## src/rtl/hrange_accum_if.sv

```systemverilog
// hrange_accum_if: groups every handshake/data signal around hrange_accum.
//   Caller side : _start, base, limit, step  -> accumulator
//                 _0, _1, _ready, _valid     <- accumulator
//   hrange side : hr_start, hr_base, hr_limit, hr_step <- accumulator
//                 hr_0, hr_valid, hr_ready             -> accumulator
// Modports:
//   slave  - the accumulator itself
//   master - whoever drives the caller inputs and plays the hrange instance
// Handshake semantics: _start is a one-cycle request honoured only while
// _ready is high; _valid is a one-cycle pulse marking a new (_0,_1) pair and
// cannot be back-pressured; hr_valid/hr_ready follow the same rules one level
// down.
interface hrange_accum_if #(
  parameter int WIDTH = 32
);
  logic                    _start;
  logic signed [WIDTH-1:0] base;
  logic signed [WIDTH-1:0] limit;
  logic signed [WIDTH-1:0] step;
  logic signed [WIDTH-1:0] _0;
  logic signed [WIDTH-1:0] _1;
  logic                    _ready;
  logic                    _valid;
  logic                    hr_start;
  logic signed [WIDTH-1:0] hr_base;
  logic signed [WIDTH-1:0] hr_limit;
  logic signed [WIDTH-1:0] hr_step;
  logic signed [WIDTH-1:0] hr_0;
  logic                    hr_valid;
  logic                    hr_ready;

  modport slave (
    input  _start, base, limit, step, hr_0, hr_valid, hr_ready,
    output _0, _1, _ready, _valid, hr_start, hr_base, hr_limit, hr_step
  );

  modport master (
    output _start, base, limit, step, hr_0, hr_valid, hr_ready,
    input  _0, _1, _ready, _valid, hr_start, hr_base, hr_limit, hr_step
  );
endinterface

```

## src/rtl/hrange_accum.sv

```systemverilog
// hrange_accum: running-sum consumer of one hrange generator.
//   total = 0; for i in hrange(base, limit, step): total += i; yield total, i
// Ports:
//   _clock       rising-edge clock
//   _reset       asynchronous active-high reset (shared with the hrange)
//   bus          hrange_accum_if.slave (caller request/yield + hrange link)
//   o_dbg_state  current FSM state (IDLE=0, LAUNCH=1, ARM=2, RUN=3)
// All outputs are registered. A yield from hrange in cycle N appears on
// _0/_1 with _valid in cycle N+1; _0/_1 hold their value between pulses.
module hrange_accum #(
  parameter int WIDTH = 32
) (
  input  logic                _clock,
  input  logic                _reset,
  hrange_accum_if.slave       bus,
  output logic [1:0]          o_dbg_state
);

  typedef enum logic [1:0] {
    S_IDLE   = 2'd0,
    S_LAUNCH = 2'd1,
    S_ARM    = 2'd2,
    S_RUN    = 2'd3
  } state_t;

  state_t                  r_state;
  logic                    r_ready;
  logic                    r_valid;
  logic                    r_hr_start;
  logic signed [WIDTH-1:0] r_total;
  logic signed [WIDTH-1:0] r_0;
  logic signed [WIDTH-1:0] r_1;
  logic signed [WIDTH-1:0] r_hr_base;
  logic signed [WIDTH-1:0] r_hr_limit;
  logic signed [WIDTH-1:0] r_hr_step;

  // Two's-complement add, wraps silently modulo 2^WIDTH.
  logic signed [WIDTH-1:0] w_sum;
  assign w_sum = r_total + bus.hr_0;

  always_ff @(posedge _clock or posedge _reset) begin
    if (_reset) begin
      r_state    <= S_IDLE;
      r_ready    <= 1'b1;
      r_valid    <= 1'b0;
      r_hr_start <= 1'b0;
      r_total    <= '0;
      r_0        <= '0;
      r_1        <= '0;
      r_hr_base  <= '0;
      r_hr_limit <= '0;
      r_hr_step  <= '0;
    end else begin
      // Pulses default low; only the cycle that sets them raises them.
      r_valid    <= 1'b0;
      r_hr_start <= 1'b0;
      case (r_state)
        S_IDLE: begin
          if (bus._start) begin
            r_hr_base  <= bus.base;
            r_hr_limit <= bus.limit;
            r_hr_step  <= bus.step;
            r_total    <= '0;
            r_ready    <= 1'b0;
            r_hr_start <= 1'b1;
            r_state    <= S_LAUNCH;
          end
        end
        S_LAUNCH: begin
          r_state <= S_ARM;
        end
        S_ARM: begin
          // hr_ready may still be the idle level from before the launch, so
          // it is not trusted here; a yield in this cycle is still real.
          if (bus.hr_valid) begin
            r_total <= w_sum;
            r_0     <= w_sum;
            r_1     <= bus.hr_0;
            r_valid <= 1'b1;
          end
          r_state <= S_RUN;
        end
        S_RUN: begin
          // A yield arriving together with hr_ready is still emitted.
          if (bus.hr_valid) begin
            r_total <= w_sum;
            r_0     <= w_sum;
            r_1     <= bus.hr_0;
            r_valid <= 1'b1;
          end
          if (bus.hr_ready) begin
            r_ready <= 1'b1;
            r_state <= S_IDLE;
          end
        end
        default: begin
          r_state <= S_IDLE;
        end
      endcase
    end
  end

  assign bus._0       = r_0;
  assign bus._1       = r_1;
  assign bus._ready   = r_ready;
  assign bus._valid   = r_valid;
  assign bus.hr_start = r_hr_start;
  assign bus.hr_base  = r_hr_base;
  assign bus.hr_limit = r_hr_limit;
  assign bus.hr_step  = r_hr_step;
  assign o_dbg_state  = r_state;

endmodule

```

## src/flat_wrapper.sv

```systemverilog
// flat-port wrapper written by rule: the top's interface ports become plain ports
module hrange_accum_flat 
#(
  parameter int WIDTH = 32
)
  (_clock, _reset, o_dbg_state, bus__start, bus_base, bus_limit, bus_step, bus_hr_0, bus_hr_valid, bus_hr_ready, bus__0, bus__1, bus__ready, bus__valid, bus_hr_start, bus_hr_base, bus_hr_limit, bus_hr_step);
  hrange_accum_if #(.WIDTH(WIDTH)) bus_i ();
  input  logic _clock;
  input  logic _reset;
  output logic [1:0] o_dbg_state;
  input wire logic [$bits(bus_i._start)-1:0] bus__start;
  input wire logic [$bits(bus_i.base)-1:0] bus_base;
  input wire logic [$bits(bus_i.limit)-1:0] bus_limit;
  input wire logic [$bits(bus_i.step)-1:0] bus_step;
  input wire logic [$bits(bus_i.hr_0)-1:0] bus_hr_0;
  input wire logic [$bits(bus_i.hr_valid)-1:0] bus_hr_valid;
  input wire logic [$bits(bus_i.hr_ready)-1:0] bus_hr_ready;
  output wire logic [$bits(bus_i._0)-1:0] bus__0;
  output wire logic [$bits(bus_i._1)-1:0] bus__1;
  output wire logic [$bits(bus_i._ready)-1:0] bus__ready;
  output wire logic [$bits(bus_i._valid)-1:0] bus__valid;
  output wire logic [$bits(bus_i.hr_start)-1:0] bus_hr_start;
  output wire logic [$bits(bus_i.hr_base)-1:0] bus_hr_base;
  output wire logic [$bits(bus_i.hr_limit)-1:0] bus_hr_limit;
  output wire logic [$bits(bus_i.hr_step)-1:0] bus_hr_step;
  assign bus_i._start = bus__start;
  assign bus_i.base = bus_base;
  assign bus_i.limit = bus_limit;
  assign bus_i.step = bus_step;
  assign bus_i.hr_0 = bus_hr_0;
  assign bus_i.hr_valid = bus_hr_valid;
  assign bus_i.hr_ready = bus_hr_ready;
  assign bus__0 = bus_i._0;
  assign bus__1 = bus_i._1;
  assign bus__ready = bus_i._ready;
  assign bus__valid = bus_i._valid;
  assign bus_hr_start = bus_i.hr_start;
  assign bus_hr_base = bus_i.hr_base;
  assign bus_hr_limit = bus_i.hr_limit;
  assign bus_hr_step = bus_i.hr_step;
  hrange_accum #(.WIDTH(WIDTH)) u_core (._clock(_clock), ._reset(_reset), .bus(bus_i), .o_dbg_state(o_dbg_state));
endmodule
```

## config.mk

```make
export PLATFORM = sky130hd
export DESIGN_NAME = hrange_accum_flat
export DESIGN_NICKNAME = d
export VERILOG_FILES = /design/src/rtl/hrange_accum_if.sv /design/src/rtl/hrange_accum.sv /design/src/flat_wrapper.sv
export SDC_FILE = /design/constraint.sdc
export NUM_CORES = 1
export LEC_CHECK = 0
export CAP_MARGIN = 20
export CELL_PAD_IN_SITES_DETAIL_PLACEMENT = 0
export CELL_PAD_IN_SITES_GLOBAL_PLACEMENT = 1
export CORE_AREA = 2 2 157 159
export DETAILED_ROUTE_END_ITERATION = 16
export DIE_AREA = 0 0 159 161
export GPL_TIMING_DRIVEN = 0
export PLACE_DENSITY_LB_ADDON = 0.3
export SLEW_MARGIN = 20
export SYNTH_ARGS = -nofsm -noshare
export SYNTH_HDL_FRONTEND = slang
export SYNTH_SLANG_ARGS = --single-unit
```

## constraint.sdc

```tcl
create_clock -name _clock -period 10.2 [get_ports _clock]
set_input_delay 2.04 -clock _clock [delete_from_list [all_inputs] [get_ports _clock]]
set_output_delay 2.04 -clock _clock [all_outputs]
set_load 0.02 [all_outputs]
```

==> results.cfg <==
[route]
drcViolationCount = 0
vias = 7084
ant_nets = 0
dr.pass1.iters = 4
wl_um = 26300
initialDrtViolationCount = 349
wl_per_cell_um = 18.1
avgViaCountPerCell = 4.88

[outcome]
outcome = complete, no violations

[die]
start_util_pct = 37.5
die-area_um2 = 25600
ios = 298
core_um2 = 24000
die_h_um = 161
die_w_um = 159
rows = 57

[synthesis]
netlist_top_cells_area = dfrtp_1, mux2_2, nand2_1
ys_seq_area_share_pct = 54.9
yosysTopAreaCellShare_pct = 54.6
ys_ff_latch = 197
syn_inst = 795
synth-edff-count = 0
async_reset_ff_share_pct = 100
syn_area_per_cell_um2 = 11.3
synth_ff_type = dfrtp_1
yosysTopAreaCell = dfrtp_1
yosys_warnings = 0
syn-num-nets = 965
netlist_area_um2 = 8990
synth_cell_types = 47

[pwr]
pwr-share-comb_pct = 51.7
p_int_w = 0.00252
totalPowerFinal_w = 0.00417
p_seq_share_pct = 31.7
powerDensity_nw_per_um2 = 320
ir_worst_vdd_mv = 0.137
swShare_pct = 39.6
switchingPower_w = 0.00165
p_leak_nw = 5.86
clockPowerShare_pct = 16.6

[worst_setup_path]
cp.arrival_ps = 5140
crit_fanout = 4
critPathKind = in2reg
crit_start = bus_hr_0[0]
timing.rr.start = u_core.r_total[0]
startpoint_type = input port
crit_path_end_kind = register
crit_required_ps = 10520

[timing]
maxSlewViolCount = 0
worst_pin_slew_ps = 777
rsz0062_at_grt = no
post-route-min-period_ps = 4830
max_freq_mhz = 207
hold_violations = 0
hold_ws_ps = 477
fin_skew_ps = 16.6
maxSlewHeadroom_pct = 47.8
fin_crit_sh_pct = 47.3
finalSetupViolations = 0

[layout]
drive_gt1_share_pct = 12.9
nFillCells = 2165
nets = 1283
area_delta_synth_final_pct = 45.0
final_common_cell = clkdlybuf4s50_1
layout_common_cells = clkdlybuf4s50_1, dfrtp_1, nand2_1, mux2_2, a21oi_1

[cts]
cts_sinks = 197
cts_buffer_depth = 2
root_buffer = clkbuf_16
clkTransAtPathRegs_ps = 80
cts_setup_buffers = 0
htreeDepth = 4
ctsResizeCount = 0
hold_buffers = 0
cts_tree = built
cts-buffers-inserted = 17
worst_skew_pair.late_latency_ps = 430

[global_routing]
antenna_found_initial = 1
globalRouteOverflowTotal = 0
grt_pass1_vias = 7137
grt_usage_pct = 20.7
grt_pass1_wl_um = 41500
grt_start_max_net_pins = 73

[placement]
port_buffers = 297
dp_hpwl_um = 20000
routabilityCongestion = 0.810

[flow_run]
maxCapViolCount = 0

[min_path]
hp-start = u_core.bus._0[18]
min_path_type = reg2reg
stage by stage:
| step | setup WS, ps | util [%] | instance area [um^2] | setup TNS, ps | instances |
|---|---|---|---|---|---|
| floorplan | 2790 | - | 8990 | 0 | 795 |
| global placement | -209 | 51.6 | 12400 | -37950 | 1416 |
| finish | 5370 | 54.4 | 13000 | 0 | 1451 |
| detailed placement | 4960 | 51.9 | 12400 | 0 | 1418 |
| CTS | 5410 | 54.4 | 13000 | 0 | 1450 |
| global route | 5250 | 54.4 | 13000 | 0 | 1451 |
routing by layer:
layer	global-route usage, %	vias up	part of all wire (%)
met5	0	-	0
met4	6.12	0	1.4
met3	4.29	21	4.8
met2	35.4	192	50
met1	26.7	3460	44
li1	-	3411	-
worst max-delay path: stages:
cell and delay [ps]:
clkdlybuf4s50_1 450, ha_1 260, fa_1 440, a211oi_2 330
nor4b_4 110, o211ai_1 300, nand2_1 180, a21oi_1 320
o21ai_0 200, xor2_1 200, mux2_2 290
power groups by stage:
stage               clock, W  sequential (W)  combinational (W)
global route        0.000742         0.00137            0.00232
global placement           0         0.00132            0.00216
detailed placement         0         0.00134            0.00218
floorplan                  0         0.00173           0.000788
CTS                 0.000710         0.00133            0.00219
finish              0.000692         0.00132            0.00216
Yosys cell counts, types with 4 or more instances:
library cell and number:
nor3_1 4, mux2_2 103, inv_1 9, clkbuf_1 35, xnor2_1 14, nand2b_1 4
nand3_1 6, xor2_1 13, o21ai_1 6, a22o_1 28, o21ai_0 23, o211ai_1 7
nand4_1 6, nor2b_1 5, a21o_1 21, a211oi_1 5, nand2_1 187, dfrtp_1 196
ha_1 36, a21oi_1 37, o21bai_1 4, nor2_1 11
state kept, by name (all words and copies together), names as in the netlist:
register,flops
u_core.bus._0,32
u_core.o_dbg_state,2
u_core.bus._valid,1
u_core.bus._1,32
u_core.bus.hr_start,1
u_core.r_total,32
u_core.bus.hr_limit,32
u_core.bus.hr_base,32
u_core.bus.hr_step,32
u_core.bus._ready,1
cells by family after synthesis:
family                   after synthesis  synth area share [%]
buffers and inverters                 47                  1.96
XOR/XNOR                              28                  2.88
adder cells (fa/ha/maj)               37                  5.23
AO/OA/AOI/OAI                        148                  11.2
multiplexers                         104                  13.0
flip-flops                           197                  54.9
AND/OR/NAND/NOR                      234                  10.9
worst paths after layout:
| check | end | slack, ps | depth (start not counted) |
|---|---|---|---|
| worst max-delay path | u_core.bus._0[30] | 5370 | 11 |
| worst max register to register | u_core.bus._0[30] | 7100 | 10 |
| max in group asynchronous | u_core.bus._ready | 7460 | 3 |
| worst min-delay path | u_core.bus._0[18] | 480 | 2 |
| worst min register to register | u_core.bus._0[18] | 480 | 2 |
| min in group asynchronous | u_core.bus.hr_base[16] | 2020 | 2 |
final cells by class:
type                            count  area (um^2)  area share (%)
Multi-Input combinational cell    551         3880            29.8
Clock buffer                       18          439            3.37
Clock inverter                     14          161            1.24
Tap cell                          324          405            3.11
Inverter                           10         45.0           0.346
Timing Repair Buffer              299         3030            23.2
Antenna cell                        1         2.50          0.0192
Buffer                             37          139            1.07
Sequential cell                   197         4930            37.8
Note: power is estimated with default switching activity, not from simulation.
